==> src/rtl/mips_pkg.sv <==
// Shared MIPS pipeline definitions: ALU control codes, ALU-op encodings,
// funct constants, the ID/EX register record and the forwarding helper.
package mips_pkg;

   localparam int DATA_W = 32;
   localparam int REG_W  = 5;

   // ALU control codes driven to the execution ALU
   localparam logic [2:0] ALU_ADD = 3'b010;
   localparam logic [2:0] ALU_SUB = 3'b110;
   localparam logic [2:0] ALU_AND = 3'b000;
   localparam logic [2:0] ALU_OR  = 3'b001;

   // Main-decoder ALU operation classes
   typedef enum logic [1:0] {
      ALUOP_ADD   = 2'b00,
      ALUOP_SUB   = 2'b01,
      ALUOP_RTYPE = 2'b10,
      ALUOP_RSVD  = 2'b11
   } alu_op_e;

   // R-type funct fields understood by this pipeline
   localparam logic [5:0] FUNCT_ADD = 6'b100000;
   localparam logic [5:0] FUNCT_SUB = 6'b100010;
   localparam logic [5:0] FUNCT_AND = 6'b100100;
   localparam logic [5:0] FUNCT_OR  = 6'b100101;

   // Contents of the ID/EX pipeline register
   typedef struct packed {
      logic              valid;
      logic              reg_write;
      logic              mem_read;
      logic              mem_write;
      logic              mem_to_reg;
      logic              alu_src;
      logic [2:0]        alu_control;
      logic              illegal;
      logic [REG_W-1:0]  rs;
      logic [REG_W-1:0]  rt;
      logic [REG_W-1:0]  write_reg;
      logic [DATA_W-1:0] rs_data;
      logic [DATA_W-1:0] rt_data;
      logic [DATA_W-1:0] imm;
   } ex_state_t;

   // A bubble: nothing valid, no side effects, ALU set to a harmless add
   function automatic ex_state_t bubble_state();
      ex_state_t s;
      s             = '0;
      s.alu_control = ALU_ADD;
      return s;
   endfunction

   // Pick the freshest value of register idx; r0 always reads the file data
   function automatic logic [DATA_W-1:0] forward_operand(
      input logic [REG_W-1:0]  idx,
      input logic [DATA_W-1:0] reg_data,
      input logic              exmem_we,
      input logic [REG_W-1:0]  exmem_rd,
      input logic [DATA_W-1:0] exmem_res,
      input logic              memwb_we,
      input logic [REG_W-1:0]  memwb_rd,
      input logic [DATA_W-1:0] memwb_res);
      if (idx != '0 && exmem_we && exmem_rd == idx)
         return exmem_res;
      else if (idx != '0 && memwb_we && memwb_rd == idx)
         return memwb_res;
      return reg_data;
   endfunction

endpackage

==> src/rtl/id_ex_stage_if.sv <==
// Bundle of the ID-side, forwarding and EX-side signals around the ID/EX stage.
// master drives ID and forwarding sources; slave is the stage itself.
interface id_ex_stage_if;

   logic                       stall;
   logic                       flush;
   logic                       id_valid;
   logic                       id_reg_write;
   logic                       id_mem_read;
   logic                       id_mem_write;
   logic                       id_mem_to_reg;
   logic                       id_alu_src;
   logic                       id_reg_dst;
   logic [1:0]                 id_alu_op;
   logic [5:0]                 id_funct;
   logic [mips_pkg::REG_W-1:0]  id_rs;
   logic [mips_pkg::REG_W-1:0]  id_rt;
   logic [mips_pkg::REG_W-1:0]  id_rd;
   logic [mips_pkg::DATA_W-1:0] id_rs_data;
   logic [mips_pkg::DATA_W-1:0] id_rt_data;
   logic [mips_pkg::DATA_W-1:0] id_imm;
   logic                       exmem_reg_write;
   logic [mips_pkg::REG_W-1:0]  exmem_rd;
   logic [mips_pkg::DATA_W-1:0] exmem_result;
   logic                       memwb_reg_write;
   logic [mips_pkg::REG_W-1:0]  memwb_rd;
   logic [mips_pkg::DATA_W-1:0] memwb_result;

   logic [mips_pkg::DATA_W-1:0] alu_a;
   logic [mips_pkg::DATA_W-1:0] alu_b;
   logic [2:0]                 alu_control;
   logic                       ex_valid;
   logic                       ex_reg_write;
   logic                       ex_mem_read;
   logic                       ex_mem_write;
   logic                       ex_mem_to_reg;
   logic [mips_pkg::REG_W-1:0]  ex_write_reg;
   logic [mips_pkg::DATA_W-1:0] ex_store_data;
   logic                       ex_illegal;
   logic                       hazard_stall;

   modport master (
      output stall, flush, id_valid, id_reg_write, id_mem_read, id_mem_write,
             id_mem_to_reg, id_alu_src, id_reg_dst, id_alu_op, id_funct,
             id_rs, id_rt, id_rd, id_rs_data, id_rt_data, id_imm,
             exmem_reg_write, exmem_rd, exmem_result,
             memwb_reg_write, memwb_rd, memwb_result,
      input  alu_a, alu_b, alu_control, ex_valid, ex_reg_write, ex_mem_read,
             ex_mem_write, ex_mem_to_reg, ex_write_reg, ex_store_data,
             ex_illegal, hazard_stall
   );

   modport slave (
      input  stall, flush, id_valid, id_reg_write, id_mem_read, id_mem_write,
             id_mem_to_reg, id_alu_src, id_reg_dst, id_alu_op, id_funct,
             id_rs, id_rt, id_rd, id_rs_data, id_rt_data, id_imm,
             exmem_reg_write, exmem_rd, exmem_result,
             memwb_reg_write, memwb_rd, memwb_result,
      output alu_a, alu_b, alu_control, ex_valid, ex_reg_write, ex_mem_read,
             ex_mem_write, ex_mem_to_reg, ex_write_reg, ex_store_data,
             ex_illegal, hazard_stall
   );

endinterface

==> src/rtl/alu_control_decoder.sv <==
// Maps the main-decoder ALU op plus funct onto a 3-bit ALU control code.
// Unsupported combinations fall back to add and raise illegal.
module alu_control_decoder
   import mips_pkg::*;
(
   input  logic [1:0] alu_op_i,
   input  logic [5:0] funct_i,
   output logic [2:0] alu_control_o,
   output logic       illegal_o
);

   // Combinational decode of op class and funct
   always_comb begin
      alu_control_o = ALU_ADD;
      illegal_o     = 1'b0;
      case (alu_op_i)
         ALUOP_ADD: alu_control_o = ALU_ADD;
         ALUOP_SUB: alu_control_o = ALU_SUB;
         ALUOP_RTYPE: begin
            case (funct_i)
               FUNCT_ADD: alu_control_o = ALU_ADD;
               FUNCT_SUB: alu_control_o = ALU_SUB;
               FUNCT_AND: alu_control_o = ALU_AND;
               FUNCT_OR:  alu_control_o = ALU_OR;
               default:   illegal_o     = 1'b1;
            endcase
         end
         default: illegal_o = 1'b1;
      endcase
   end

endmodule

==> src/rtl/id_ex_stage.sv <==
// ID/EX pipeline register feeding the ALU: captures decoded instructions,
// forwards operands from EX/MEM and MEM/WB, detects load-use hazards and
// applies flush > stall > hazard bubble > capture at every edge.
module id_ex_stage
   import mips_pkg::*;
(
   input  logic         clk,
   input  logic         reset,
   id_ex_stage_if.slave bus
);

   ex_state_t   ex_q;
   ex_state_t   ex_d;
   ex_state_t   capture_d;
   logic [2:0]  dec_control;
   logic        dec_illegal;
   logic [DATA_W-1:0] fwd_rs;
   logic [DATA_W-1:0] fwd_rt;
   logic        hazard;

   alu_control_decoder u_alu_dec (
      .alu_op_i      (bus.id_alu_op),
      .funct_i       (bus.id_funct),
      .alu_control_o (dec_control),
      .illegal_o     (dec_illegal)
   );

   // Load-use: the load in EX writes a register the instruction in ID reads
   assign hazard = bus.id_valid & ex_q.valid & ex_q.mem_read &
                   (ex_q.write_reg != '0) &
                   ((ex_q.write_reg == bus.id_rs) | (ex_q.write_reg == bus.id_rt));

   // Register image of the instruction currently held in ID
   always_comb begin
      capture_d             = '0;
      capture_d.valid       = 1'b1;
      capture_d.reg_write   = bus.id_reg_write;
      capture_d.mem_read    = bus.id_mem_read;
      capture_d.mem_write   = bus.id_mem_write;
      capture_d.mem_to_reg  = bus.id_mem_to_reg;
      capture_d.alu_src     = bus.id_alu_src;
      capture_d.alu_control = dec_control;
      capture_d.illegal     = dec_illegal;
      capture_d.rs          = bus.id_rs;
      capture_d.rt          = bus.id_rt;
      capture_d.write_reg   = bus.id_reg_dst ? bus.id_rd : bus.id_rt;
      capture_d.rs_data     = bus.id_rs_data;
      capture_d.rt_data     = bus.id_rt_data;
      capture_d.imm         = bus.id_imm;
   end

   // Next-state selection; an invalid ID slot is captured as a bubble
   always_comb begin
      ex_d = ex_q;
      if (bus.flush)
         ex_d = bubble_state();
      else if (!bus.stall) begin
         if (hazard || !bus.id_valid)
            ex_d = bubble_state();
         else
            ex_d = capture_d;
      end
   end

   // Pipeline register with asynchronous clear to a bubble
   always_ff @(posedge clk or posedge reset) begin
      if (reset)
         ex_q <= bubble_state();
      else
         ex_q <= ex_d;
   end

   // Forwarded operands, recomputed each cycle from the live bypass sources
   assign fwd_rs = forward_operand(ex_q.rs, ex_q.rs_data,
                                   bus.exmem_reg_write, bus.exmem_rd, bus.exmem_result,
                                   bus.memwb_reg_write, bus.memwb_rd, bus.memwb_result);
   assign fwd_rt = forward_operand(ex_q.rt, ex_q.rt_data,
                                   bus.exmem_reg_write, bus.exmem_rd, bus.exmem_result,
                                   bus.memwb_reg_write, bus.memwb_rd, bus.memwb_result);

   assign bus.alu_a         = fwd_rs;
   assign bus.alu_b         = ex_q.alu_src ? ex_q.imm : fwd_rt;
   assign bus.ex_store_data = fwd_rt;
   assign bus.alu_control   = ex_q.alu_control;
   assign bus.ex_valid      = ex_q.valid;
   assign bus.ex_reg_write  = ex_q.reg_write;
   assign bus.ex_mem_read   = ex_q.mem_read;
   assign bus.ex_mem_write  = ex_q.mem_write;
   assign bus.ex_mem_to_reg = ex_q.mem_to_reg;
   assign bus.ex_write_reg  = ex_q.write_reg;
   assign bus.ex_illegal    = ex_q.illegal;
   assign bus.hazard_stall  = hazard;

endmodule

==> src/flat_wrapper.sv <==
// flat-port wrapper written by rule: the top's interface ports become plain ports
module id_ex_stage_flat import mips_pkg::*;
  (clk, reset, bus_stall, bus_flush, bus_id_valid, bus_id_reg_write, bus_id_mem_read, bus_id_mem_write, bus_id_mem_to_reg, bus_id_alu_src, bus_id_reg_dst, bus_id_alu_op, bus_id_funct, bus_id_rs, bus_id_rt, bus_id_rd, bus_id_rs_data, bus_id_rt_data, bus_id_imm, bus_exmem_reg_write, bus_exmem_rd, bus_exmem_result, bus_memwb_reg_write, bus_memwb_rd, bus_memwb_result, bus_alu_a, bus_alu_b, bus_alu_control, bus_ex_valid, bus_ex_reg_write, bus_ex_mem_read, bus_ex_mem_write, bus_ex_mem_to_reg, bus_ex_write_reg, bus_ex_store_data, bus_ex_illegal, bus_hazard_stall);
  id_ex_stage_if bus_i ();
  input  logic clk;
  input  logic reset;
  input wire logic [$bits(bus_i.stall)-1:0] bus_stall;
  input wire logic [$bits(bus_i.flush)-1:0] bus_flush;
  input wire logic [$bits(bus_i.id_valid)-1:0] bus_id_valid;
  input wire logic [$bits(bus_i.id_reg_write)-1:0] bus_id_reg_write;
  input wire logic [$bits(bus_i.id_mem_read)-1:0] bus_id_mem_read;
  input wire logic [$bits(bus_i.id_mem_write)-1:0] bus_id_mem_write;
  input wire logic [$bits(bus_i.id_mem_to_reg)-1:0] bus_id_mem_to_reg;
  input wire logic [$bits(bus_i.id_alu_src)-1:0] bus_id_alu_src;
  input wire logic [$bits(bus_i.id_reg_dst)-1:0] bus_id_reg_dst;
  input wire logic [$bits(bus_i.id_alu_op)-1:0] bus_id_alu_op;
  input wire logic [$bits(bus_i.id_funct)-1:0] bus_id_funct;
  input wire logic [$bits(bus_i.id_rs)-1:0] bus_id_rs;
  input wire logic [$bits(bus_i.id_rt)-1:0] bus_id_rt;
  input wire logic [$bits(bus_i.id_rd)-1:0] bus_id_rd;
  input wire logic [$bits(bus_i.id_rs_data)-1:0] bus_id_rs_data;
  input wire logic [$bits(bus_i.id_rt_data)-1:0] bus_id_rt_data;
  input wire logic [$bits(bus_i.id_imm)-1:0] bus_id_imm;
  input wire logic [$bits(bus_i.exmem_reg_write)-1:0] bus_exmem_reg_write;
  input wire logic [$bits(bus_i.exmem_rd)-1:0] bus_exmem_rd;
  input wire logic [$bits(bus_i.exmem_result)-1:0] bus_exmem_result;
  input wire logic [$bits(bus_i.memwb_reg_write)-1:0] bus_memwb_reg_write;
  input wire logic [$bits(bus_i.memwb_rd)-1:0] bus_memwb_rd;
  input wire logic [$bits(bus_i.memwb_result)-1:0] bus_memwb_result;
  output wire logic [$bits(bus_i.alu_a)-1:0] bus_alu_a;
  output wire logic [$bits(bus_i.alu_b)-1:0] bus_alu_b;
  output wire logic [$bits(bus_i.alu_control)-1:0] bus_alu_control;
  output wire logic [$bits(bus_i.ex_valid)-1:0] bus_ex_valid;
  output wire logic [$bits(bus_i.ex_reg_write)-1:0] bus_ex_reg_write;
  output wire logic [$bits(bus_i.ex_mem_read)-1:0] bus_ex_mem_read;
  output wire logic [$bits(bus_i.ex_mem_write)-1:0] bus_ex_mem_write;
  output wire logic [$bits(bus_i.ex_mem_to_reg)-1:0] bus_ex_mem_to_reg;
  output wire logic [$bits(bus_i.ex_write_reg)-1:0] bus_ex_write_reg;
  output wire logic [$bits(bus_i.ex_store_data)-1:0] bus_ex_store_data;
  output wire logic [$bits(bus_i.ex_illegal)-1:0] bus_ex_illegal;
  output wire logic [$bits(bus_i.hazard_stall)-1:0] bus_hazard_stall;
  assign bus_i.stall = bus_stall;
  assign bus_i.flush = bus_flush;
  assign bus_i.id_valid = bus_id_valid;
  assign bus_i.id_reg_write = bus_id_reg_write;
  assign bus_i.id_mem_read = bus_id_mem_read;
  assign bus_i.id_mem_write = bus_id_mem_write;
  assign bus_i.id_mem_to_reg = bus_id_mem_to_reg;
  assign bus_i.id_alu_src = bus_id_alu_src;
  assign bus_i.id_reg_dst = bus_id_reg_dst;
  assign bus_i.id_alu_op = bus_id_alu_op;
  assign bus_i.id_funct = bus_id_funct;
  assign bus_i.id_rs = bus_id_rs;
  assign bus_i.id_rt = bus_id_rt;
  assign bus_i.id_rd = bus_id_rd;
  assign bus_i.id_rs_data = bus_id_rs_data;
  assign bus_i.id_rt_data = bus_id_rt_data;
  assign bus_i.id_imm = bus_id_imm;
  assign bus_i.exmem_reg_write = bus_exmem_reg_write;
  assign bus_i.exmem_rd = bus_exmem_rd;
  assign bus_i.exmem_result = bus_exmem_result;
  assign bus_i.memwb_reg_write = bus_memwb_reg_write;
  assign bus_i.memwb_rd = bus_memwb_rd;
  assign bus_i.memwb_result = bus_memwb_result;
  assign bus_alu_a = bus_i.alu_a;
  assign bus_alu_b = bus_i.alu_b;
  assign bus_alu_control = bus_i.alu_control;
  assign bus_ex_valid = bus_i.ex_valid;
  assign bus_ex_reg_write = bus_i.ex_reg_write;
  assign bus_ex_mem_read = bus_i.ex_mem_read;
  assign bus_ex_mem_write = bus_i.ex_mem_write;
  assign bus_ex_mem_to_reg = bus_i.ex_mem_to_reg;
  assign bus_ex_write_reg = bus_i.ex_write_reg;
  assign bus_ex_store_data = bus_i.ex_store_data;
  assign bus_ex_illegal = bus_i.ex_illegal;
  assign bus_hazard_stall = bus_i.hazard_stall;
  id_ex_stage u_core (.clk(clk), .reset(reset), .bus(bus_i));
endmodule
==> config.mk <==
export PLATFORM = sky130hd
export DESIGN_NAME = id_ex_stage_flat
export DESIGN_NICKNAME = d
export VERILOG_FILES = /design/src/rtl/mips_pkg.sv /design/src/rtl/id_ex_stage_if.sv /design/src/rtl/alu_control_decoder.sv /design/src/rtl/id_ex_stage.sv /design/src/flat_wrapper.sv
export SDC_FILE = /design/constraint.sdc
export NUM_CORES = 1
export LEC_CHECK = 0
export CAP_MARGIN = 20
export CORE_MARGIN = 2
export CORE_UTILIZATION = 46
export DETAILED_ROUTE_END_ITERATION = 12
export GPL_ROUTABILITY_DRIVEN = 0
export PLACE_DENSITY = 0.88
export SETUP_SLACK_MARGIN = 0.15
export SYNTH_ARGS = -nofsm -noshare
export SYNTH_HDL_FRONTEND = slang
export SYNTH_SLANG_ARGS = --single-unit
==> constraint.sdc <==
create_clock -name clk -period 8.3 [get_ports clk]
set_input_delay 1.66 -clock clk [delete_from_list [all_inputs] [get_ports clk]]
set_output_delay 1.66 -clock clk [all_outputs]
set_load 0.1 [all_outputs]
==> results.cfg, run 1 <==
[clock_network]
root_buffer = clkbuf_16
cts_tree = yes
cts_buffers = 17
clk_pin_slew_worst_paths_ps = 60
htree_levels = 4
ctsResizeCount = 0
clock_sinks = 121
hold_buffers = 0
clk_path_buf_depth = 2
post_cts_buffers = 0
clock_latency_ps = 410

[placement]
port_buffers = 316
dp_hpwl_mm = 17.2
dp_cells = 1132
place_ws_ps = 1790

[finish]
multi_input_area_um2 = 3650
area_growth_pct = 53.0
n_antenna_cell = 0
largest_register_ff_count = 107
fillers = 1101
layout.nets = 1174
fin_cells = 1166
seqCellArea_um2 = 3030
drive_gt1_frac = 0.190

[drt]
wl_mm = 25.2
drtIter0Drc = 450
first_pass_iters = 5
wl_per_cell_um = 21.6
drc = 0
final_antenna_net_count = 0
via_per_inst = 6.14
vias = 7163

[logic_synthesis]
postSynthAreaPerCell_um2 = 10.1
synthTopCellsByArea = dfrtp_1 43%, a22o_1 15%, mux2_2 5.8%
yosys.cell_count.top_type = dfrtp_1
yosysTopAreaCell = dfrtp_1
synth_warnings = 0
yosysSeqAreaShare = 0.433
async_reset_ff_frac = 1.00
synth-seq-cells = 121
synth_edf_count = 0
synth_cell_types = 40
netlist_top_cells_count = 120 x dfrtp_1, 118 x a22o_1, 53 x clkbuf_1, 39 x nand2_1, 36 x mux2_2
synthCells = 694
ys.flop_type = dfrtp_1
synth_top_area_share = 0.430
synth_nets = 903
syn_area_um2 = 6990

[timing]
fin_ws_ps = 1800
finalHoldViolations = 0
holdWs_ps = 502
drv_slew = 0
min_period_ps = 6500
worst_pin_slew_ps = 1020
max-slew-margin-rel = 0.320
max_freq_mhz = 154
grt_setup_unrepaired = false
fin_setup_tns_ps = 0
fin_worst_skew_ps = 6.85
setup_violations = 0
fin_crit_sh = 0.783

[setup_path]
worstSetupEndpointType = output port
r2r_cells = 7
r2r-end = u_core.ex_q[46]$_DFFE_PP0P_
cp_slowest_cell = clkdlybuf4s50_1
worst-path-buf-inv = 4
crit_required_ps = 6640
reg2reg_from = u_core.bus.ex_write_reg[0]$_DFFE_PP0P_
crit_type = input port to output port
cp.arrival_ps = 4840
worstPathCellList = clkdlybuf4s50_1, buf_4, nand4_1, nor4_4, buf_4, mux2i_1, o21ai_0, clkdlybuf4s50_1
critPathTopFamily = buffers and inverters
crit_path_max_fanout = 33
regToRegSetupSlack_ps = 5870
crit_path_max_incr_delay_ps = 1150
worstSetupStartpointType = input port

[floorplan]
fp-row-count = 45
die_area_um2 = 16200
core-area_um2 = 15000
chipHeight_um = 127
die_w_um = 127
io_pins = 317
initial_utilization = 0.465

[power_and_ir_drop]
power.leakage_nw = 4.61
finalPower_mw = 1.98
p_per_area_nw_per_um2 = 186
peakVddDrop_mv = 0.137

[status]
outcome = completed

[global_route]
grt.met3_usage = 0.0858
grt-busiest-layer = met2
antenna_found_initial = 1
grt_pass1_vias = 7156
grt_use_total = 0.309
grt_pass1_wl_mm = 39.0
met2_usage = 0.520
met1_usage = 0.383
grt_max_degree = 107
grt_overflow = 0

[min_path]
hold_depth = 1
min_to = u_core.ex_q[31]$_DFFE_PP0P_
min_path_type = flop to flop
hold_path.startpoint = u_core.ex_q[31]$_DFFE_PP0P_

[job]
drv_cap = 0
==> final cells by class <==
class / instances / area share
inverter: 3 / 0.00129
timing repair buffer: 332 / 0.289
clock inverter: 13 / 0.0210
multi-input combinational: 490 / 0.341
sequential: 121 / 0.284
clock buffer: 19 / 0.0414
tap: 188 / 0.0220
==> layout by cell type (no fill, tap or decap), types with 33 or more instances in the layout <==
cell type / count
nor3_1: 33
a22o_1: 118
clkdlybuf4s50_1: 224
mux2_2: 36
dfrtp_1: 119
nand2_1: 39
o31ai_1: 33
buf_4: 106
nand3_1: 35
==> cell families (layout without fill, tap and decap cells) <==
kind of cell / after synthesis / in the layout / share of synthesized area
adder cells (fa/ha/maj): 3 / 3 / 0.00537
multiplexers: 68 / 68 / 0.104
flip-flops: 121 / 121 / 0.433
AO/OA/AOI/OAI: 226 / 226 / 0.247
XOR/XNOR: 30 / 30 / 0.0376
buffers and inverters: 83 / 367 / 0.0528
AND/OR/NAND/NOR: 163 / 163 / 0.120
==> where the power goes <==
part | switching (mW) | internal [mW] | leakage (nW)
registers | 0.0196 | 0.612 | 1.65
logic | 0.329 | 0.176 | 2.64
clock network | 0.277 | 0.569 | 0.323
==> how the worst max path moves through the flow <==
| stage | from | to | slack, ps | cells after the start |
|---|---|---|---|---|
| finish | bus_memwb_reg_write | bus_alu_a[2] | 1800 | 8 |
| global route | bus_memwb_reg_write | bus_alu_a[0] | 1600 | 8 |
| detailed placement | bus_memwb_reg_write | bus_alu_a[0] | 1790 | 8 |
| global placement | bus_memwb_reg_write | bus_alu_a[3] | 1850 | 8 |
| floorplan | bus_memwb_rd[0] | bus_alu_b[0] | 1740 | 7 |
| CTS | bus_memwb_reg_write | bus_alu_a[0] | 1790 | 8 |
==> layer usage <==
metal / wire, um / vias to the layer above
li1: - / 3183
met1: 9780 / 3532
met2: 12500 / 388
met3: 2110 / 60
met4: 774 / 0
met5: 0 / -
==> per-stage QoR <==
stage,area (um2),utilization
6_report,10700,0.711
5_1_grt,10700,0.711
4_1_cts,10600,0.707
3_5_place_dp,9970,0.663
3_3_place_gp,9970,0.663
2_1_floorplan,6990,-
(Power assumes the default switching activity.)
==> run 2, diff against run 1 <==
--- a/config.mk
+++ b/config.mk
@@ -7,10 +7,10 @@
 export LEC_CHECK = 0
 export CAP_MARGIN = 20
 export CORE_MARGIN = 2
-export CORE_UTILIZATION = 46
+export CORE_UTILIZATION = 38
 export DETAILED_ROUTE_END_ITERATION = 12
 export GPL_ROUTABILITY_DRIVEN = 0
-export PLACE_DENSITY = 0.88
+export PLACE_DENSITY = 0.77
 export SETUP_SLACK_MARGIN = 0.15
 export SYNTH_ARGS = -nofsm -noshare
 export SYNTH_HDL_FRONTEND = slang
==> constraint.sdc (replaced) <==
create_clock -name clk -period 5.7 [get_ports clk]
set_input_delay 1.14 -clock clk [delete_from_list [all_inputs] [get_ports clk]]
set_output_delay 1.14 -clock clk [all_outputs]
set_load 0.1 [all_outputs]
==> run 2 against run 1 <==
Total power grew 40%. Die area grew 20%. Final area grew 10%. Critical endpoint is now bus_alu_b[6]. Highest routed layer unchanged. Combinational power grew 67%. Clock-buffer cell count grew 4. Sequential power grew 46%. Wire length grew 8.5%. Clock power grew 19%. Clock skew grew 4.6 ps. Register-to-register slack lost 2200 ps. Critical path depth is the same. Sequential share of layout area shrank 2.7 points.
==> results.cfg, run 2 (synthesis gave the netlist of run 1 again) <==
[status]
outcome = completed

[floorplan]
io_pins = 317
core-area_um2 = 18000
die_area_um2 = 19500
fp-row-count = 49
die_w_um = 140
chipHeight_um = 140
initial_utilization = 0.388

[clock_network]
clock_latency_ps = 420
root_buffer = clkbuf_16
ctsResizeCount = 0
cts_buffers = 17
hold_buffers = 0
post_cts_buffers = 0
clock_sinks = 121
clk_pin_slew_worst_paths_ps = 60
cts_tree = yes
htree_levels = 4
clk_path_buf_depth = 2

[min_path]
min_path_type = flop to flop

[placement]
dp_cells = 1176
port_buffers = 316
dp_hpwl_mm = 19.0

[power_and_ir_drop]
power.net_switching_uw = 918
peakVddDrop_mv = 0.206
power.share.clock = 0.365
finalPower_mw = 2.78
p_comb_frac = 0.304
p_per_area_nw_per_um2 = 235
power.leakage_nw = 4.86
p_seq_frac = 0.332
intPower_mw = 1.86
swShare = 0.331

[setup_path]
worstSetupStartpointType = input port
worstSetupEndpointType = output port
cp.arrival_ps = 3880
crit_path_max_fanout = 33
crit_type = input port to output port
cp_slowest_cell = xnor2_2
worstPathCellList = clkdlybuf4s50_1, xnor2_2, nand2_1, buf_4, o31ai_1, a31oi_1, mux2_2, buf_12
crit_required_ps = 4560
crit_path_max_incr_delay_ps = 730

[global_route]
grt_use_total = 0.278
grt_pass1_wl_mm = 41.8
grt_max_degree = 81
grt_overflow = 0
antenna_found_initial = 0
grt_pass1_vias = 7205

[finish]
final_cell_mix = 219 x clkdlybuf4s50_1, 119 x dfrtp_1, 118 x a22o_1
utilization = 0.654
final_common_cell = clkdlybuf4s50_1
drive_gt1_frac = 0.193
largest_register_ff_count = 107
fin_cells = 1207
layout.nets = 1175
n_antenna_cell = 0
area_growth_pct = 68.8

[timing]
grt_setup_unrepaired = false
fin_crit_sh = 0.880
fin_worst_skew_ps = 11.5
worst_pin_slew_ps = 1020
min_period_ps = 5020
drv_slew = 0
finalHoldViolations = 0
holdWs_ps = 496
max-slew-margin-rel = 0.318
setup_violations = 0
max_freq_mhz = 199
fin_setup_tns_ps = 0

[job]
drv_cap = 0

[drt]
wl_mm = 27.3
drc = 0
vias = 7066
via_per_inst = 5.85
first_pass_iters = 5
final_antenna_net_count = 0
wl_per_cell_um = 22.6
drtIter0Drc = 417
-- run 2: routing by layer --
metal	share of wire	global-route usage
met5	0	0
met3	0.090	0.0692
met2	0.49	0.469
met1	0.39	0.349
met4	0.025	0.0979
-- run 2: final timing paths --
check	start	end	slack, ps	cells after the start
min	u_core.bus.ex_illegal$_DFFE_PP0P_	u_core.bus.ex_illegal$_DFFE_PP0P_	500	1
min in group asynchronous	reset	u_core.ex_q[68]$_DFFE_PP0P_	1220	2
max in group asynchronous	reset	u_core.ex_q[115]$_DFFE_PP0P_	3350	3
min reg2reg	u_core.bus.ex_illegal$_DFFE_PP0P_	u_core.bus.ex_illegal$_DFFE_PP0P_	500	1
max	bus_memwb_rd[1]	bus_alu_b[6]	680	8
max reg2reg	u_core.bus.ex_write_reg[0]$_DFFE_PP0P_	u_core.ex_q[14]$_DFFE_PP0P_	3680	6
-- run 2: layout make-up --
cell class / count / area (um2)
fill: 1367 / 6230
multi-input combinational: 490 / 3650
clock buffer: 23 / 478
inverter: 3 / 16.3
timing repair buffer: 333 / 4260
clock inverter: 8 / 71.3
tap: 229 / 287
sequential: 121 / 3030
-- run 2: per-stage QoR --
stage	instance area [um2]	setup slack, ps
floorplan	6990	182
global placement	11200	819
detailed placement	11200	783
CTS	11800	754
global route	11800	613
finish	11800	683
-- run 2: power by group through the flow --
stage	clock network (mW)	registers (mW)	logic (mW)
global placement	0	0.933	0.836
CTS	1.03	0.920	0.845
finish	1.01	0.921	0.843
global route	1.07	0.924	0.876
detailed placement	0	0.934	0.842
floorplan	0	0.936	0.450
-- run 2: worst max-delay path, delay by kind of cell --
kind / cells / cell delay, ps
and+or+nand+nor: 1 / 110
xor gates and xnor gates: 1 / 730
buffers and inverters: 3 / 970
muxes: 1 / 350
AOI/OAI and AO/OA: 2 / 560
